===== config.mk =====
export PLATFORM = sky130hd
export DESIGN_NAME = mem_arbiter_flat
export DESIGN_NICKNAME = d
export VERILOG_FILES = /design/src/rtl/mem_arb_pkg.sv /design/src/rtl/mem_arb_if.sv /design/src/rtl/mem_arb_pick.sv /design/src/rtl/mem_arbiter.sv /design/src/flat_wrapper.sv
export SDC_FILE = /design/constraint.sdc
export NUM_CORES = 1
export LEC_CHECK = 0
export BUFFER_PORTS_ARGS = -buffer_cell sky130_fd_sc_hd__buf_2
export CORE_AREA = 2 2 235 237
export DETAILED_ROUTE_END_ITERATION = 6
export DIE_AREA = 0 0 237 239
export GPL_TIMING_DRIVEN = 0
export PLACE_DENSITY = 0.55
export RECOVER_POWER = 100
export SLEW_MARGIN = 0
export SYNTH_ARGS = -nofsm -noshare
export SYNTH_HDL_FRONTEND = slang
export SYNTH_SLANG_ARGS = --single-unit

===== constraint.sdc =====
create_clock -name clk -period 8.5 [get_ports clk]
set_input_delay 0.425 -clock clk [delete_from_list [all_inputs] [get_ports clk]]
set_output_delay 0.425 -clock clk [all_outputs]
set_load 0.01 [all_outputs]

===== src/rtl/mem_arb_pkg.sv =====
// Shared types and constants for the IFU/LSU memory-port arbiter.
package mem_arb_pkg;

  typedef enum logic [1:0] {
    IDLE  = 2'd0,
    ISSUE = 2'd1,
    WAIT  = 2'd2,
    RESP  = 2'd3
  } state_e;

  typedef enum logic {
    REQ_IFU = 1'b0,
    REQ_LSU = 1'b1
  } req_id_e;

  localparam int unsigned WDT_ENC_W  = 4;
  localparam int unsigned IFU_WORD_W = 32;

  // One-hot width-op encodings; fetches always use the 32-bit one.
  localparam logic [WDT_ENC_W-1:0] WDT8  = 4'b0001;
  localparam logic [WDT_ENC_W-1:0] WDT16 = 4'b0010;
  localparam logic [WDT_ENC_W-1:0] WDT32 = 4'b0100;
  localparam logic [WDT_ENC_W-1:0] WDT64 = 4'b1000;

  // One-hot grant vectors from the pick logic.
  localparam logic [1:0] GNT_NONE = 2'b00;
  localparam logic [1:0] GNT_IFU  = 2'b01;
  localparam logic [1:0] GNT_LSU  = 2'b10;

endpackage


===== src/rtl/mem_arb_if.sv =====
// Request/response and memory-port signals between IFU, LSU, arbiter and memory.
interface mem_arb_if #(
  parameter int unsigned ADDR_W = 64,
  parameter int unsigned DATA_W = 64,
  parameter int unsigned WDT_W  = 4
);
  logic              ifu_req_valid;
  logic              ifu_req_ready;
  logic [ADDR_W-1:0] ifu_addr;
  logic              ifu_resp_valid;
  logic [DATA_W-1:0] ifu_rdata;

  logic              lsu_req_valid;
  logic              lsu_req_ready;
  logic [ADDR_W-1:0] lsu_addr;
  logic              lsu_wen;
  logic [DATA_W-1:0] lsu_wdata;
  logic [WDT_W-1:0]  lsu_wdt_op;
  logic              lsu_resp_valid;
  logic [DATA_W-1:0] lsu_rdata;

  logic [ADDR_W-1:0] mem_raddr;
  logic [ADDR_W-1:0] mem_waddr;
  logic [DATA_W-1:0] mem_wdata;
  logic              mem_ren;
  logic              mem_wen;
  logic [WDT_W-1:0]  mem_wdt_op;
  logic [DATA_W-1:0] mem_rdata;

  modport slave (
    input  ifu_req_valid, ifu_addr,
    input  lsu_req_valid, lsu_addr, lsu_wen, lsu_wdata, lsu_wdt_op,
    input  mem_rdata,
    output ifu_req_ready, ifu_resp_valid, ifu_rdata,
    output lsu_req_ready, lsu_resp_valid, lsu_rdata,
    output mem_raddr, mem_waddr, mem_wdata, mem_ren, mem_wen, mem_wdt_op
  );

  modport master (
    output ifu_req_valid, ifu_addr,
    output lsu_req_valid, lsu_addr, lsu_wen, lsu_wdata, lsu_wdt_op,
    output mem_rdata,
    input  ifu_req_ready, ifu_resp_valid, ifu_rdata,
    input  lsu_req_ready, lsu_resp_valid, lsu_rdata,
    input  mem_raddr, mem_waddr, mem_wdata, mem_ren, mem_wen, mem_wdt_op
  );
endinterface


===== src/rtl/mem_arb_pick.sv =====
// Combinational requester pick producing a one-hot grant.
// MEM_ARB_RR_EN: alternate on contention using the last-grant input; otherwise LSU first.
module mem_arb_pick
  import mem_arb_pkg::*;
(
  input  logic       ifu_valid,
  input  logic       lsu_valid,
`ifdef MEM_ARB_RR_EN
  input  req_id_e    last_grant,
`endif
  output logic [1:0] grant_c
);

  always_comb begin
    grant_c = GNT_NONE;
    if (ifu_valid && lsu_valid) begin
`ifdef MEM_ARB_RR_EN
      grant_c = (last_grant == REQ_IFU) ? GNT_LSU : GNT_IFU;
`else
      grant_c = GNT_LSU;
`endif
    end else if (lsu_valid) begin
      grant_c = GNT_LSU;
    end else if (ifu_valid) begin
      grant_c = GNT_IFU;
    end
  end

endmodule


===== src/rtl/mem_arbiter.sv =====
// Shares the single memory port between IFU fetches and LSU loads/stores, one access at a time.
// Define MEM_ARB_RR_EN for round-robin arbitration instead of fixed LSU priority.
module mem_arbiter
  import mem_arb_pkg::*;
#(
  parameter int unsigned ADDR_W      = 64,
  parameter int unsigned DATA_W      = 64,
  parameter int unsigned WDT_W       = 4,
  parameter int unsigned MEM_LATENCY = 1
) (
  input  logic      clk,
  input  logic      rst,
  mem_arb_if.slave  bus
);

  localparam int unsigned CNT_W = (MEM_LATENCY > 1) ? $clog2(MEM_LATENCY) : 1;

  state_e            state_q, state_d;
  req_id_e           id_q, id_d;
  logic              wen_q, wen_d;
  logic              hi_q, hi_d;
  logic [CNT_W-1:0]  cnt_q, cnt_d;

  logic [ADDR_W-1:0] mem_raddr_q, mem_raddr_d;
  logic [ADDR_W-1:0] mem_waddr_q, mem_waddr_d;
  logic [DATA_W-1:0] mem_wdata_q, mem_wdata_d;
  logic              mem_ren_q, mem_ren_d;
  logic              mem_wen_q, mem_wen_d;
  logic [WDT_W-1:0]  mem_wdt_q, mem_wdt_d;
  logic              ifu_resp_q, ifu_resp_d;
  logic              lsu_resp_q, lsu_resp_d;
  logic [DATA_W-1:0] ifu_rdata_q, ifu_rdata_d;
  logic [DATA_W-1:0] lsu_rdata_q, lsu_rdata_d;

  logic [1:0]            grant_c;
  logic                  ifu_ready_c, lsu_ready_c;
  logic [IFU_WORD_W-1:0] ifu_word_c;

`ifdef MEM_ARB_RR_EN
  req_id_e last_q, last_d;
`endif

  mem_arb_pick u_pick (
    .ifu_valid  (bus.ifu_req_valid),
    .lsu_valid  (bus.lsu_req_valid),
`ifdef MEM_ARB_RR_EN
    .last_grant (last_q),
`endif
    .grant_c    (grant_c)
  );

  // Ready only in IDLE and never while reset is held.
  assign ifu_ready_c = (state_q == IDLE) && !rst && grant_c[0];
  assign lsu_ready_c = (state_q == IDLE) && !rst && grant_c[1];

  // Fetches return the 32-bit half of the memory word selected by address bit 2.
  assign ifu_word_c = hi_q ? bus.mem_rdata[2*IFU_WORD_W-1 -: IFU_WORD_W]
                           : bus.mem_rdata[IFU_WORD_W-1:0];

  always_comb begin
    state_d     = state_q;
    id_d        = id_q;
    wen_d       = wen_q;
    hi_d        = hi_q;
    cnt_d       = cnt_q;
    mem_raddr_d = mem_raddr_q;
    mem_waddr_d = mem_waddr_q;
    mem_wdata_d = mem_wdata_q;
    mem_wdt_d   = mem_wdt_q;
    mem_ren_d   = 1'b0;
    mem_wen_d   = 1'b0;
    ifu_resp_d  = 1'b0;
    lsu_resp_d  = 1'b0;
    ifu_rdata_d = ifu_rdata_q;
    lsu_rdata_d = lsu_rdata_q;
`ifdef MEM_ARB_RR_EN
    last_d      = last_q;
`endif
    unique case (state_q)
      IDLE: begin
        // The mem_* registers double as the latched request for the rest of the access.
        if (lsu_ready_c && bus.lsu_req_valid) begin
          state_d     = ISSUE;
          id_d        = REQ_LSU;
          wen_d       = bus.lsu_wen;
          mem_ren_d   = !bus.lsu_wen;
          mem_wen_d   = bus.lsu_wen;
          mem_raddr_d = bus.lsu_wen ? '0 : bus.lsu_addr;
          mem_waddr_d = bus.lsu_wen ? bus.lsu_addr : '0;
          mem_wdata_d = bus.lsu_wen ? bus.lsu_wdata : '0;
          mem_wdt_d   = bus.lsu_wdt_op;
`ifdef MEM_ARB_RR_EN
          last_d      = REQ_LSU;
`endif
        end else if (ifu_ready_c && bus.ifu_req_valid) begin
          state_d     = ISSUE;
          id_d        = REQ_IFU;
          wen_d       = 1'b0;
          hi_d        = bus.ifu_addr[2];
          mem_ren_d   = 1'b1;
          mem_raddr_d = bus.ifu_addr;
          mem_waddr_d = '0;
          mem_wdata_d = '0;
          mem_wdt_d   = WDT_W'(WDT32);
`ifdef MEM_ARB_RR_EN
          last_d      = REQ_IFU;
`endif
        end
      end
      ISSUE: begin
        cnt_d   = CNT_W'(MEM_LATENCY - 1);
        state_d = WAIT;
      end
      WAIT: begin
        // Address and width stay on the port until capture; the memory decodes them live.
        if (cnt_q == '0) begin
          state_d     = RESP;
          mem_raddr_d = '0;
          mem_waddr_d = '0;
          mem_wdata_d = '0;
          mem_wdt_d   = '0;
          if (id_q == REQ_IFU) begin
            ifu_resp_d  = 1'b1;
            ifu_rdata_d = DATA_W'(ifu_word_c);
          end else begin
            lsu_resp_d  = 1'b1;
            lsu_rdata_d = wen_q ? '0 : bus.mem_rdata;
          end
        end else begin
          cnt_d = cnt_q - CNT_W'(1);
        end
      end
      RESP: begin
        state_d = IDLE;
      end
      default: begin
        state_d = IDLE;
      end
    endcase
  end

  always_ff @(posedge clk or posedge rst) begin
    if (rst) begin
      state_q     <= IDLE;
      id_q        <= REQ_IFU;
      wen_q       <= 1'b0;
      hi_q        <= 1'b0;
      cnt_q       <= '0;
      mem_raddr_q <= '0;
      mem_waddr_q <= '0;
      mem_wdata_q <= '0;
      mem_ren_q   <= 1'b0;
      mem_wen_q   <= 1'b0;
      mem_wdt_q   <= '0;
      ifu_resp_q  <= 1'b0;
      lsu_resp_q  <= 1'b0;
      ifu_rdata_q <= '0;
      lsu_rdata_q <= '0;
`ifdef MEM_ARB_RR_EN
      last_q      <= REQ_IFU;
`endif
    end else begin
      state_q     <= state_d;
      id_q        <= id_d;
      wen_q       <= wen_d;
      hi_q        <= hi_d;
      cnt_q       <= cnt_d;
      mem_raddr_q <= mem_raddr_d;
      mem_waddr_q <= mem_waddr_d;
      mem_wdata_q <= mem_wdata_d;
      mem_ren_q   <= mem_ren_d;
      mem_wen_q   <= mem_wen_d;
      mem_wdt_q   <= mem_wdt_d;
      ifu_resp_q  <= ifu_resp_d;
      lsu_resp_q  <= lsu_resp_d;
      ifu_rdata_q <= ifu_rdata_d;
      lsu_rdata_q <= lsu_rdata_d;
`ifdef MEM_ARB_RR_EN
      last_q      <= last_d;
`endif
    end
  end

  assign bus.ifu_req_ready  = ifu_ready_c;
  assign bus.lsu_req_ready  = lsu_ready_c;
  assign bus.ifu_resp_valid = ifu_resp_q;
  assign bus.ifu_rdata      = ifu_rdata_q;
  assign bus.lsu_resp_valid = lsu_resp_q;
  assign bus.lsu_rdata      = lsu_rdata_q;
  assign bus.mem_raddr      = mem_raddr_q;
  assign bus.mem_waddr      = mem_waddr_q;
  assign bus.mem_wdata      = mem_wdata_q;
  assign bus.mem_ren        = mem_ren_q;
  assign bus.mem_wen        = mem_wen_q;
  assign bus.mem_wdt_op     = mem_wdt_q;

endmodule


===== src/flat_wrapper.sv =====
// flat-port wrapper written by rule: the top's interface ports become plain ports
module mem_arbiter_flat import mem_arb_pkg::*;
#(
  parameter int unsigned ADDR_W      = 64,
  parameter int unsigned DATA_W      = 64,
  parameter int unsigned WDT_W       = 4,
  parameter int unsigned MEM_LATENCY = 1
)
  (clk, rst, bus_ifu_req_valid, bus_ifu_addr, bus_lsu_req_valid, bus_lsu_addr, bus_lsu_wen, bus_lsu_wdata, bus_lsu_wdt_op, bus_mem_rdata, bus_ifu_req_ready, bus_ifu_resp_valid, bus_ifu_rdata, bus_lsu_req_ready, bus_lsu_resp_valid, bus_lsu_rdata, bus_mem_raddr, bus_mem_waddr, bus_mem_wdata, bus_mem_ren, bus_mem_wen, bus_mem_wdt_op);
  mem_arb_if #(.ADDR_W(ADDR_W), .DATA_W(DATA_W), .WDT_W(WDT_W)) bus_i ();
  input  logic clk;
  input  logic rst;
  input wire logic [$bits(bus_i.ifu_req_valid)-1:0] bus_ifu_req_valid;
  input wire logic [$bits(bus_i.ifu_addr)-1:0] bus_ifu_addr;
  input wire logic [$bits(bus_i.lsu_req_valid)-1:0] bus_lsu_req_valid;
  input wire logic [$bits(bus_i.lsu_addr)-1:0] bus_lsu_addr;
  input wire logic [$bits(bus_i.lsu_wen)-1:0] bus_lsu_wen;
  input wire logic [$bits(bus_i.lsu_wdata)-1:0] bus_lsu_wdata;
  input wire logic [$bits(bus_i.lsu_wdt_op)-1:0] bus_lsu_wdt_op;
  input wire logic [$bits(bus_i.mem_rdata)-1:0] bus_mem_rdata;
  output wire logic [$bits(bus_i.ifu_req_ready)-1:0] bus_ifu_req_ready;
  output wire logic [$bits(bus_i.ifu_resp_valid)-1:0] bus_ifu_resp_valid;
  output wire logic [$bits(bus_i.ifu_rdata)-1:0] bus_ifu_rdata;
  output wire logic [$bits(bus_i.lsu_req_ready)-1:0] bus_lsu_req_ready;
  output wire logic [$bits(bus_i.lsu_resp_valid)-1:0] bus_lsu_resp_valid;
  output wire logic [$bits(bus_i.lsu_rdata)-1:0] bus_lsu_rdata;
  output wire logic [$bits(bus_i.mem_raddr)-1:0] bus_mem_raddr;
  output wire logic [$bits(bus_i.mem_waddr)-1:0] bus_mem_waddr;
  output wire logic [$bits(bus_i.mem_wdata)-1:0] bus_mem_wdata;
  output wire logic [$bits(bus_i.mem_ren)-1:0] bus_mem_ren;
  output wire logic [$bits(bus_i.mem_wen)-1:0] bus_mem_wen;
  output wire logic [$bits(bus_i.mem_wdt_op)-1:0] bus_mem_wdt_op;
  assign bus_i.ifu_req_valid = bus_ifu_req_valid;
  assign bus_i.ifu_addr = bus_ifu_addr;
  assign bus_i.lsu_req_valid = bus_lsu_req_valid;
  assign bus_i.lsu_addr = bus_lsu_addr;
  assign bus_i.lsu_wen = bus_lsu_wen;
  assign bus_i.lsu_wdata = bus_lsu_wdata;
  assign bus_i.lsu_wdt_op = bus_lsu_wdt_op;
  assign bus_i.mem_rdata = bus_mem_rdata;
  assign bus_ifu_req_ready = bus_i.ifu_req_ready;
  assign bus_ifu_resp_valid = bus_i.ifu_resp_valid;
  assign bus_ifu_rdata = bus_i.ifu_rdata;
  assign bus_lsu_req_ready = bus_i.lsu_req_ready;
  assign bus_lsu_resp_valid = bus_i.lsu_resp_valid;
  assign bus_lsu_rdata = bus_i.lsu_rdata;
  assign bus_mem_raddr = bus_i.mem_raddr;
  assign bus_mem_waddr = bus_i.mem_waddr;
  assign bus_mem_wdata = bus_i.mem_wdata;
  assign bus_mem_ren = bus_i.mem_ren;
  assign bus_mem_wen = bus_i.mem_wen;
  assign bus_mem_wdt_op = bus_i.mem_wdt_op;
  mem_arbiter #(.ADDR_W(ADDR_W), .DATA_W(DATA_W), .WDT_W(WDT_W), .MEM_LATENCY(MEM_LATENCY)) u_core (.clk(clk), .rst(rst), .bus(bus_i));
endmodule

### After elaboration in Yosys (flattened, before gate mapping)

Cells that the tools add are included.

* register bits: 302
* bits of input ports: 265
* output and inout port bits: 330
* logic and storage cells: 83

* add/sub/neg operators: 1
* equality and inequality tests: 5
* muxes and demuxes: 41
* bitwise logic cells: 3
* reductions and logical operators: 18

Operators with widths (number)
* $mux W64: 10
* $pmux W64 S2: 3
* $mux W32: 1
* $mux W1: 16
* $mux W4: 3
* $reduce_and A3 Y1: 4
* $mux W2: 5
* $pmux W2 S4: 1
* $pmux W4 S2: 1
* $logic_and A1 B1 Y1: 6
* $reduce_bool A2 Y1: 3
* $eq A2 B2 Y1 const B: 2
* $reduce_and A2 Y1: 2
* $ne A3 B3 Y1 const B: 1
* $not A1 Y1: 3
* $eq A2 B1 Y1 const B: 1
* $logic_not A1 Y1: 2
* $logic_not A2 Y1: 1
* $ne A2 B2 Y1 const B: 1
* $pmux W1 S2: 1
* $sub A1 B1 Y1 const B: 1

### Depth between registers and ports, before layout

* word-level depth: 8
* depth in mapped cells: 9
* depth with buffers taken out: 5

### Modules after synthesis

A second synthesis with hierarchy kept.

* cell total of the unflattened synthesis: 1079
* area, all modules: 13160.1 sq um

By module, submodules not included
* mem_arbiter: instances 1, cells an instance 1077, area each 13150.1 sq um
* mem_arb_pick: instances 1, cells an instance 2, area each 10.0 sq um

### Worst setup path before layout

Ideal clock, no wire load.

* path type: input port to flip-flop
* start: input rst
* end: register u_core.mem_wdt_q[2] (netlist: u_core.bus.mem_wdt_op[2])
* library setup time: 109 ps
* arrival: 7158 ps
* required time: 8391 ps
* setup slack: 1232 ps
* stages on the path: 3
* buffers on the path: 0
* path through: inv_1 -> a31oi_1 -> o22ai_1

* longest elaborated chain between the ends: 6
* elaborated cells on any way between the ends: 10
* those cells by class: eq/ne (1); mux (2); reduce/logical (7)

Ends and longest elaborated chain
* from (decl): RTL line flat_wrapper.sv:12 `input logic rst;`
* $logic_not A1 Y1 *: RTL line mem_arbiter.sv:53, mem_arbiter.sv:54
* $logic_and A1 B1 Y1 *: RTL line mem_arbiter.sv:53, mem_arbiter.sv:54
* $logic_and A1 B1 Y1, on equally long branches: RTL line mem_arbiter.sv:53, mem_arbiter.sv:54
* $logic_and A1 B1 Y1, on equally long branches: RTL line mem_arbiter.sv:95, mem_arbiter.sv:82
* $ne A3 B3 Y1 (no source line) or $mux W4 (tied branches)
* $reduce_and A3 Y1 (no source line) or $pmux W4 S2 (tied branches)
* to (signal assigned): RTL line mem_arbiter.sv:173 `mem_wdt_q <= mem_wdt_d;`
* to (decl): RTL line mem_arbiter.sv:29 `logic [WDT_W-1:0] mem_wdt_q, mem_wdt_d;`

Every way passes the cells marked *; elsewhere a longest branch is shown, timed or not.
A chain may end at the register's enable or synchronous reset.

==> run metrics <==
status finished with violations; failing checks max-capacitance violations, max-slew violations; H-Tree Depth 2; worst-margin pin slew 2.37 ns; gr usage total 16.3%; utilization after layout 31.4%; Site Rows 86; Top FF cell, synth dfrtp_1; worst path arrival time 4.89 ns; Hold Path Origin bus_lsu_wdt_op[3]; crit start category primary input; crit path max fanout 42; DR iter-0 viols 329; final hold viol count 0; worst r2r src u_core.state_q[1]$_DFFE_PP0P_; Setup Skew 0.0124 ns; Max rail drop VDD 0.150 mV; share of cells above drive strength 1 22.9%; total CTS buffers 34; Synth Area in XOR/XNOR 0%; initial core utilization 22.9%; Synth Area in Adders 0.302%; Post-Synth Simple-Gate Area 6.83%; main combinational cell family by area after synthesis compound AO/OA/AOI/OAI gates; Placement Setup Slack 5.89 ns; first-pass GRT wire length 69500 um; RSZ-0062 raised after global routing false; Pwr Density 350 mW/mm2; core box area 0.0543 mm2; WP data required 8.83 ns; Die H 239 um; Max Slew Vio Count 185; Synth Area in Compound Gates 18.6%; First-pass DRT Iterations 4; Crit. End Element async pin; die footprint 0.0566 mm2; post-CTS sizing 0; synthesized area per cell 12.4 um2; Slew headroom -57.9%; # port buffers 561; Wirelength per Cell 20.0 um; sequential area share after synthesis 60.5%; num ports 595; critical path, cell by cell dlygate4sd3_1, clkbuf_1, clkinvlp_2, clkbuf_1, buf_12, clkbuf_1; register area 0.00753 mm2; vias per cell 4.42; fmax 219 MHz; WHS Endpoint u_core.bus.mem_wdt_op[3]$_DFFE_PP0P_; LEAKAGE 8.25 nW; drt drc 0; total wire length after detailed routing 47500 um; Post-synth top cells dfrtp_1, a22o_1, nand2_1, o21ai_0, mux2i_1; fin crit period 4.57 ns; largest net degree at the start of global routing 43; Synth area leader dfrtp_1; GP Congestion 0.913; synthesized netlist cell count 1002; CTS tree done; clk root buf clkbuf_16; Reg2Reg Depth 7; R2R Path End u_core.bus.mem_raddr[37]$_DFFE_PP0P_; most frequent cell after synthesis dfrtp_1; top-area cell type share of the netlist area 60.5%; critical path class in -> async; global route total overflow 0; clk buf depth 3; hold path depth 2; Worst path slowest cell clkbuf_1; Skew-Pair Late Insertion Delay 0.53 ns; vias in the first global route 10900; asr flop ratio synth 100%; area grow syn2layout 37.3%; Syn Std Cell Area 0.0124 mm2; Nets 1907; setup TNS 0 ns; Synth Warn # 0; Hold Crit Class in -> reg; layout filler cell count 5776; max incr delay on CP 1.72 ns; DP HPWL 37300 um; endpoints failing setup 0; Horiz. Die Dim 237 um; fin crit share 53.7%; initial antenna violation count 8; post-synthesis mux area share 8.08%; Worst path most repeated cell clkbuf_1; Reg2Reg Setup Slack 5.20 ns; Sink Count 301; setup slack after layout 3.93 ns; Synth cell types 29; CTS clk-pin slew, worst paths 0.06 ns; Routed Antenna Nets 0; ranking of synthesized cells by area dfrtp_1, a22o_1, mux2i_1; area of the multi-input gates 0.00430 mm2; overall power 5.98 mW; Seq cells post-synth 301; max cap viols 5; DR vias 10500; Post-synth EDFFs 0
-- cell families after synthesis --
kind of cell | after synthesis
flip-flops | 301
AO/OA/AOI/OAI | 298
AND/OR/NAND/NOR | 175
buffers and inverters | 124
multiplexers | 100
adder cells (fa/ha/maj) | 3
other | 1
-- flip-flops by register name (all words and copies together) (netlist names) --
signal                     flops
u_core.bus.mem_raddr          64
u_core.bus.mem_wen             1
u_core.state_q                 2
u_core.id_q                    1
u_core.bus.lsu_resp_valid      1
u_core.bus.mem_ren             1
u_core.bus.mem_wdata          64
u_core.bus.mem_wdt_op          4
u_core.hi_q                    1
u_core.bus.ifu_rdata          32
u_core.bus.ifu_resp_valid      1
u_core.bus.lsu_rdata          64
u_core.wen_q                   1
u_core.bus.mem_waddr          64
-- power breakdown --
group | internal, mW | switching, mW | total, mW
sequential | 1.96 | 0.318 | 2.28
clock | 0.922 | 0.599 | 1.52
combinational | 0.774 | 1.41 | 2.18
-- area by class of cell --
type / count / area share, %
Sequential cell: 301 / 44.1
Timing Repair Buffer: 570 / 14.8
Tap cell: 704 / 5.16
Multi-Input combinational cell: 608 / 25.2
Clock buffer: 53 / 6.24
Inverter: 9 / 0.205
Clock inverter: 6 / 0.491
Antenna cell: 4 / 0.0586
Buffer: 115 / 3.77
-- metal layers --
metal	global-route usage, %	wire length, um
met4	4.66	1140
met3	5.42	3880
met5	0	71
met2	28.0	23500
met1	19.5	18900
-- worst max-delay path: cells and delay by family --
kind	cells	cell delay (ns)
buf+inv	6	4.41
-- through the flow --
stage | hold slack [ns] | cells | area (um2)
finish | 0.114 | 2370 | 17100
detailed placement | 0.465 | 2306 | 16400
floorplan | 0.459 | 1033 | 12600
CTS | 0.0758 | 2366 | 17600
global route | 0.0824 | 2366 | 17100
global placement | 0.457 | 2298 | 16200
-- placed cells by master (no fill, tap or decap), drive strengths merged, types with 4 or more instances in the layout --
cell,count
a22o,131
buf,317
clkbuf,420
clkinv,4
conb,32
dfrtp,301
diode,4
inv,8
mux2i,97
nand2,100
nand2b,66
nor2,4
o21ai,100
o2bb2ai,64
-- timing repair --
item                                    in CTS  in global routing
buffers inserted                             0                  0
hold buffers                                 1                  0
endpoints found under the hold margin       10                  0
endpoints found under the setup margin       0                  0
-- worst max path at each step --
stage | from | endpoint | slack [ns] | depth (start not counted)
2_1_floorplan | rst | u_core.bus.mem_wdt_op[2]$_DFFE_PP0P_ | 3.00 | 3
3_3_place_gp | rst | u_core.bus.mem_wdt_op[2]$_DFFE_PP0P_ | 0.75 | 4
3_5_place_dp | u_core.state_q[0]$_DFFE_PP0P_ | u_core.bus.mem_waddr[53]$_DFFE_PP0P_ | 5.89 | 7
4_1_cts | u_core.state_q[0]$_DFFE_PP0P_ | u_core.bus.mem_waddr[57]$_DFFE_PP0P_ | 5.86 | 7
5_1_grt | rst | u_core.bus.mem_raddr[39]$_DFFE_PP0P_ | 3.08 | 6
6_report | rst | u_core.bus.mem_waddr[44]$_DFFE_PP0P_ | 3.93 | 6
Power figures use the tool's default switching activity.
